File: src/rtl/datapath_controller.sv
// Multicycle control FSM for the 16-bit datapath: decodes the IR and drives every
// datapath control input, stalling in memory states until mem_ready.
module datapath_controller #(
  parameter int WIDTH   = 16,
  parameter int REGBITS = 4
) (
  input  logic               clk,
  input  logic               reset,
  input  logic [WIDTH-1:0]   instr,
  input  logic [7:0]         psr_flags,
  input  logic               mem_ready,
  output logic               PCEN,
  output logic               PSREN,
  output logic               nextInstruction,
  output logic               updateAddress,
  output logic               StoreReg,
  output logic               WriteData,
  output logic               regWrite,
  output logic               ZeroExtend,
  output logic               PCinstruction,
  output logic               SrcB,
  output logic               shiftType,
  output logic               JmpEN,
  output logic               BranchEN,
  output logic               JALEN,
  output logic [WIDTH-1:0]   shiftDir,
  output logic [7:0]         shiftAmt,
  output logic [REGBITS-1:0] ALUcond,
  output logic [1:0]         chooseResult,
  output logic [3:0]         ctrl_state
);

  typedef enum logic [3:0] {
    S_FETCH  = 4'd0,
    S_DECODE = 4'd1,
    S_EXEC_R = 4'd2,
    S_EXEC_I = 4'd3,
    S_SHIFT  = 4'd4,
    S_MEM_RD = 4'd5,
    S_LD_WB  = 4'd6,
    S_MEM_WR = 4'd7,
    S_JCOND  = 4'd8,
    S_JAL    = 4'd9,
    S_BCOND  = 4'd10,
    S_NOP    = 4'd11
  } state_t;

  state_t r_state;
  state_t w_next;

  logic [3:0] w_op;
  logic [3:0] w_cond;
  logic [3:0] w_ext;
  logic [4:0] w_shimm;
  logic [4:0] w_shmag;
  logic [4:0] w_lu_r;
  logic [4:0] w_lu_i;
  logic       w_cond_ok;
  logic       w_unused;

  assign w_op    = instr[15:12];
  assign w_cond  = instr[11:8];
  assign w_ext   = instr[7:4];
  assign w_shimm = instr[4:0];
  // Magnitude of the signed 5-bit shift immediate; -16 maps to 16 and still fits.
  assign w_shmag = w_shimm[4] ? (5'd0 - w_shimm) : w_shimm;
  assign w_unused = ^psr_flags[4:1];

  // {valid, ALU op} for a 4-bit opcode/ext code shared by R- and I-forms.
  function automatic logic [4:0] alu_lookup(input logic [3:0] c);
    case (c)
      4'b0101: alu_lookup = 5'h10;
      4'b1001: alu_lookup = 5'h11;
      4'b1011: alu_lookup = 5'h12;
      4'b0001: alu_lookup = 5'h13;
      4'b0010: alu_lookup = 5'h14;
      4'b0011: alu_lookup = 5'h15;
      4'b1101: alu_lookup = 5'h16;
      4'b1111: alu_lookup = 5'h17;
      default: alu_lookup = 5'h00;
    endcase
  endfunction

  assign w_lu_r = alu_lookup(w_ext);
  assign w_lu_i = alu_lookup(w_op);

  always_comb begin
    case (w_cond)
      4'b0000: w_cond_ok = psr_flags[6];
      4'b0001: w_cond_ok = !psr_flags[6];
      4'b0010: w_cond_ok = psr_flags[0];
      4'b0011: w_cond_ok = !psr_flags[0];
      4'b0110: w_cond_ok = psr_flags[7];
      4'b0111: w_cond_ok = !psr_flags[7];
      4'b1000: w_cond_ok = psr_flags[5];
      4'b1001: w_cond_ok = !psr_flags[5];
      4'b1100: w_cond_ok = !psr_flags[7] && !psr_flags[6];
      4'b1101: w_cond_ok = psr_flags[7] || psr_flags[6];
      4'b1110: w_cond_ok = 1'b1;
      default: w_cond_ok = 1'b0;
    endcase
  end

  always_ff @(posedge clk or posedge reset) begin
    if (reset) begin
      r_state <= S_FETCH;
    end else begin
      r_state <= w_next;
    end
  end

  always_comb begin
    w_next          = r_state;
    PCEN            = 1'b0;
    PSREN           = 1'b0;
    nextInstruction = 1'b0;
    updateAddress   = 1'b0;
    StoreReg        = 1'b0;
    WriteData       = 1'b0;
    regWrite        = 1'b0;
    ZeroExtend      = 1'b0;
    PCinstruction   = 1'b0;
    SrcB            = 1'b0;
    shiftType       = 1'b0;
    JmpEN           = 1'b0;
    BranchEN        = 1'b0;
    JALEN           = 1'b0;
    shiftDir        = '0;
    shiftAmt        = 8'd0;
    ALUcond         = '0;
    chooseResult    = 2'b00;

    case (r_state)
      S_FETCH: begin
        if (mem_ready) begin
          nextInstruction = 1'b1;
          PCEN            = 1'b1;
          w_next          = S_DECODE;
        end
      end

      S_DECODE: begin
        case (w_op)
          // LUI's code is only meaningful as an opcode, so ext 1111 is not an R-op.
          4'b0000: w_next = (w_lu_r[4] && w_ext != 4'b1111) ? S_EXEC_R : S_NOP;
          4'b0101, 4'b1001, 4'b1011, 4'b0001,
          4'b0010, 4'b0011, 4'b1101, 4'b1111: w_next = S_EXEC_I;
          4'b1000: w_next = (w_ext == 4'b0100 || w_ext[3:1] == 3'b000) ? S_SHIFT : S_NOP;
          4'b0100: begin
            case (w_ext)
              4'b0000: w_next = S_MEM_RD;
              4'b0100: w_next = S_MEM_WR;
              4'b1000: w_next = S_JAL;
              4'b1100: w_next = S_JCOND;
              default: w_next = S_NOP;
            endcase
          end
          4'b1100: w_next = S_BCOND;
          default: w_next = S_NOP;
        endcase
      end

      S_EXEC_R: begin
        ALUcond  = REGBITS'(w_lu_r[3:0]);
        regWrite = (w_lu_r[3:0] != 4'd2);
        PSREN    = (w_lu_r[3:0] <= 4'd2);
        w_next   = S_FETCH;
      end

      S_EXEC_I: begin
        SrcB       = 1'b1;
        ALUcond    = REGBITS'(w_lu_i[3:0]);
        regWrite   = (w_lu_i[3:0] != 4'd2);
        PSREN      = (w_lu_i[3:0] <= 4'd2);
        ZeroExtend = (w_lu_i[3:0] >= 4'd3) && (w_lu_i[3:0] <= 4'd5);
        w_next     = S_FETCH;
      end

      S_SHIFT: begin
        regWrite     = 1'b1;
        chooseResult = 2'b01;
        if (w_ext == 4'b0100) begin
          shiftType = 1'b1;
        end else begin
          shiftDir = {WIDTH{w_shimm[4]}};
          shiftAmt = {3'b000, w_shmag};
        end
        w_next = S_FETCH;
      end

      S_MEM_RD: begin
        updateAddress = 1'b1;
        if (mem_ready) w_next = S_LD_WB;
      end

      S_LD_WB: begin
        regWrite     = 1'b1;
        chooseResult = 2'b10;
        w_next       = S_FETCH;
      end

      S_MEM_WR: begin
        updateAddress = 1'b1;
        StoreReg      = 1'b1;
        WriteData     = 1'b1;
        if (mem_ready) w_next = S_FETCH;
      end

      S_JCOND: begin
        if (w_cond_ok) begin
          JmpEN = 1'b1;
          PCEN  = 1'b1;
        end
        w_next = S_FETCH;
      end

      S_JAL: begin
        JALEN        = 1'b1;
        JmpEN        = 1'b1;
        PCEN         = 1'b1;
        regWrite     = 1'b1;
        chooseResult = 2'b11;
        w_next       = S_FETCH;
      end

      S_BCOND: begin
        PCinstruction = 1'b1;
        SrcB          = 1'b1;
        if (w_cond_ok) begin
          BranchEN = 1'b1;
          PCEN     = 1'b1;
        end
        w_next = S_FETCH;
      end

      S_NOP:   w_next = S_FETCH;
      default: w_next = S_FETCH;
    endcase
  end

  assign ctrl_state = r_state;

endmodule

File: config.mk
export PLATFORM = sky130hd
export DESIGN_NAME = datapath_controller
export DESIGN_NICKNAME = d
export VERILOG_FILES = /design/src/rtl/datapath_controller.sv
export SDC_FILE = /design/constraint.sdc
export NUM_CORES = 1
export LEC_CHECK = 0
export ABC_CLOCK_PERIOD_IN_PS = 2100
export CAP_MARGIN = 20
export CORE_MARGIN = 1.5
export CORE_UTILIZATION = 37
export DETAILED_ROUTE_END_ITERATION = 8
export PLACE_DENSITY = 0.82
export SLEW_MARGIN = 10
export SYNTH_ARGS = -nofsm -noshare
export SYNTH_HDL_FRONTEND = slang
export SYNTH_SLANG_ARGS = --single-unit
export TNS_END_PERCENT = 10
File: constraint.sdc
create_clock -name clk -period 2.1 [get_ports clk]
set_input_delay 0.42 -clock clk [delete_from_list [all_inputs] [get_ports clk]]
set_output_delay 0.42 -clock clk [all_outputs]
set_load 0.01 [all_outputs]
==> out/qor.txt <==
Sink Count: 4
Seq/Total Area, Yosys: 0.08743
Initial Utilization: 0.3813
WP data required: 1680 ps
ys async rst share: 1.000
most frequent cells in the layout: buf_4 (37), dlygate4sd2_1 (28), nand2_1 (21)
DRT iter0 DRCs: 43
Largest register FFs: 4
Fillers: 267
drt pass-1 iters: 4
cell area power density: 587.8 nW/um2
Clk pwr share: 0.083
internal power: 0.0006493 W
Sw Share: 0.4458
Final Cycle Share: 1.085
final setup violation count: 3
r2r worst-path depth: 6
Pleak: 1.090 nW
maximum clock frequency: 0.4387 GHz
combinational power share: 0.800
Max VDD drop: 523.2 uV
RD Place Congestion: 0.9058
antenna violations before repair: 0
die width: 58.63 um
fin nets: 284
Std-Cell Rows: 20
core region area: 3003 um2
outcome: finished with violations
fin crit period: 2279 ps
endpoint class of the critical path: primary output
Port Buffers: 66
syn_area_per_cell: 6.580 um2
number of synthesized register bits: 4
CTS clk-pin slew, worst paths: 40 ps
largest net degree at the start of global routing: 17
commonest non-fill, non-tap cell in the layout: buf_4
# IOs: 75
routed len/inst: 13.06 um
top post-synthesis cells by area: buf_4 (13%), dfrtp_1 (8.7%), nand2_1 (6.9%)
fin. max-slew vios: 0
vias in the first global route: 1346
Crit Path Max Fanout: 4
Yosys cell types: 50
area share of the largest cell type after synthesis: 0.1311
EDFF count, synth: 0
PnR worst setup slack: -179.3 ps
H-tree depth: 1
Util after Layout: 0.6638
CTS root buffer: clkbuf_4
# diodes: 0
Worst R2R Setup Slack: 290 ps
die area: 3437 um2
Crit path arrival time: 1860 ps
NetSw: 0.0005222 W
final routed DRC violation total: 0
CTS tree: yes
register share of total power: 0.118
YS warnings: 0
post-DP HPWL: 2918 um
ys flop type: dfrtp_1
RSZ-0062 raised after global routing: yes
type of the worst min-delay path: primary input to asynchronous set/reset pin
Hold Slack: 368.4 ps
Worst Clk Skew: 7.543 ps
violated checks: setup timing
Cells after Synth: 174
GRT Total Usage: 0.2106
first-pass GRT wire length: 5761 um
clk_lat worst skew: 240 ps
Die H: 58.63 um
critical path class: flop to primary output
vias post-DR: 1528
Synth area leader: buf_4
layout overhead on the synthesized area: 74.10%
gr ovfl total: 0
Num CTS Buffers: 3
proportion of layout cells with a drive suffix above 1: 0.3071
Max Cap Viol: 0
Routed Antenna Nets: 0
Worst setup SP type: flop
final hold violation count: 0
DRT Wirelength: 3749 um
Vias/cell: 5.324
Cell Area, Synth: 1145 um2
Clock Path Buffers: 2
==> area by class of cell <==
type	instances	area (um2)	area share
Timing Repair Buffer	107	917.1	0.4601
Multi-Input combinational cell	131	877.1	0.4401
Sequential cell	4	101.3	0.05085
Tap cell	33	41.29	0.02072
Inverter	9	33.78	0.01695
Clock buffer	3	22.52	0.01130
==> power groups by stage <==
stage / Combinational [W] / Clock, W / Sequential [W]
finish: 0.000937 / 0.0000969 / 0.000138
global route: 0.00102 / 0.000109 / 0.000143
CTS: 0.000908 / 0.000101 / 0.000136
detailed placement: 0.000938 / 0 / 0.000130
global placement: 0.000921 / 0 / 0.000129
floorplan: 0.000416 / 0 / 0.000136
==> worst max-delay path, stage by stage, from the launching register on <==
cell	delay [ps]
dfrtp_1	410
nor4_2	320
and2_4	210
and3_1	150
clkdlybuf4s50_1	530
==> worst paths after layout <==
path                                              to                      start
max                                      shiftAmt[4]  ctrl_state[0]$_DFFE_PP0P_
min                        ctrl_state[2]$_DFFE_PP0P_                      reset
max reg2reg                ctrl_state[0]$_DFFE_PP0P_  ctrl_state[3]$_DFFE_PP0P_
min reg2reg                ctrl_state[2]$_DFFE_PP0P_  ctrl_state[3]$_DFFE_PP0P_
max in group asynchronous  ctrl_state[3]$_DFFE_PP0P_                      reset
min in group clk           ctrl_state[2]$_DFFE_PP0P_  ctrl_state[3]$_DFFE_PP0P_
==> metal layers <==
layer,vias to the layer above,GRT usage,wire length (um)
met2,69,0.3788,1974
li1,748,-,-
met5,-,0,0
met3,6,0.04615,247
met4,0,0.06169,42
met1,705,0.2493,1486
==> Yosys cell counts (2+ instances only) <==
library cell / n
nand2_1: 21
buf_4: 20
nor2_1: 17
a21oi_1: 9
inv_1: 9
clkbuf_1: 6
nand3_1: 6
xnor2_1: 6
o22ai_1: 5
and3_1: 4
buf_2: 4
dfrtp_1: 4
mux2i_1: 4
nand2b_1: 4
nor3b_1: 4
o21ai_0: 4
nand3b_1: 3
o31ai_1: 3
a211oi_1: 2
a31oi_1: 2
and2_1: 2
buf_1: 2
nand4b_1: 2
nor2b_1: 2
nor3_1: 2
nor4_1: 2
xor2_1: 2
==> timing repair <==
action / in CTS / in global routing
pin swaps: 6 / 1
endpoints found under the setup margin: 39 / 17
setup buffers: 0 / 0
hold buffers: 0 / 0
resized for setup: 95 / 19
endpoints found under the hold margin: 0 / 0
==> metrics by stage <==
stage | TNS (ps) | instance area, um2 | cells | power, W | worst slack, ps
after global routing | -891.7 | 1993 | 287 | 0.001270 | -274.6
after detailed placement | -11110 | 1968 | 284 | 0.001068 | -824.7
after global placement | -10270 | 1968 | 284 | 0.001050 | -713.1
after CTS | -953.1 | 1964 | 287 | 0.001144 | -227.9
final | -402.7 | 1993 | 287 | 0.001172 | -179.3
after floorplan | 0 | 1157 | 177 | 0.0005518 | 146.2
==> cell families after synthesis <==
kind of cell    after synthesis  share of synthesized area
simple gates                 74                     0.3410
fa+ha+maj                     1                    0.01093
other cells                   1                   0.003276
flops                         4                    0.08744
buf+inv                      42                     0.2142
xor+xnor                      8                    0.06120
compound gates               39                     0.2372
mux                           5                    0.04481
Power figures use the tool's default switching activity.
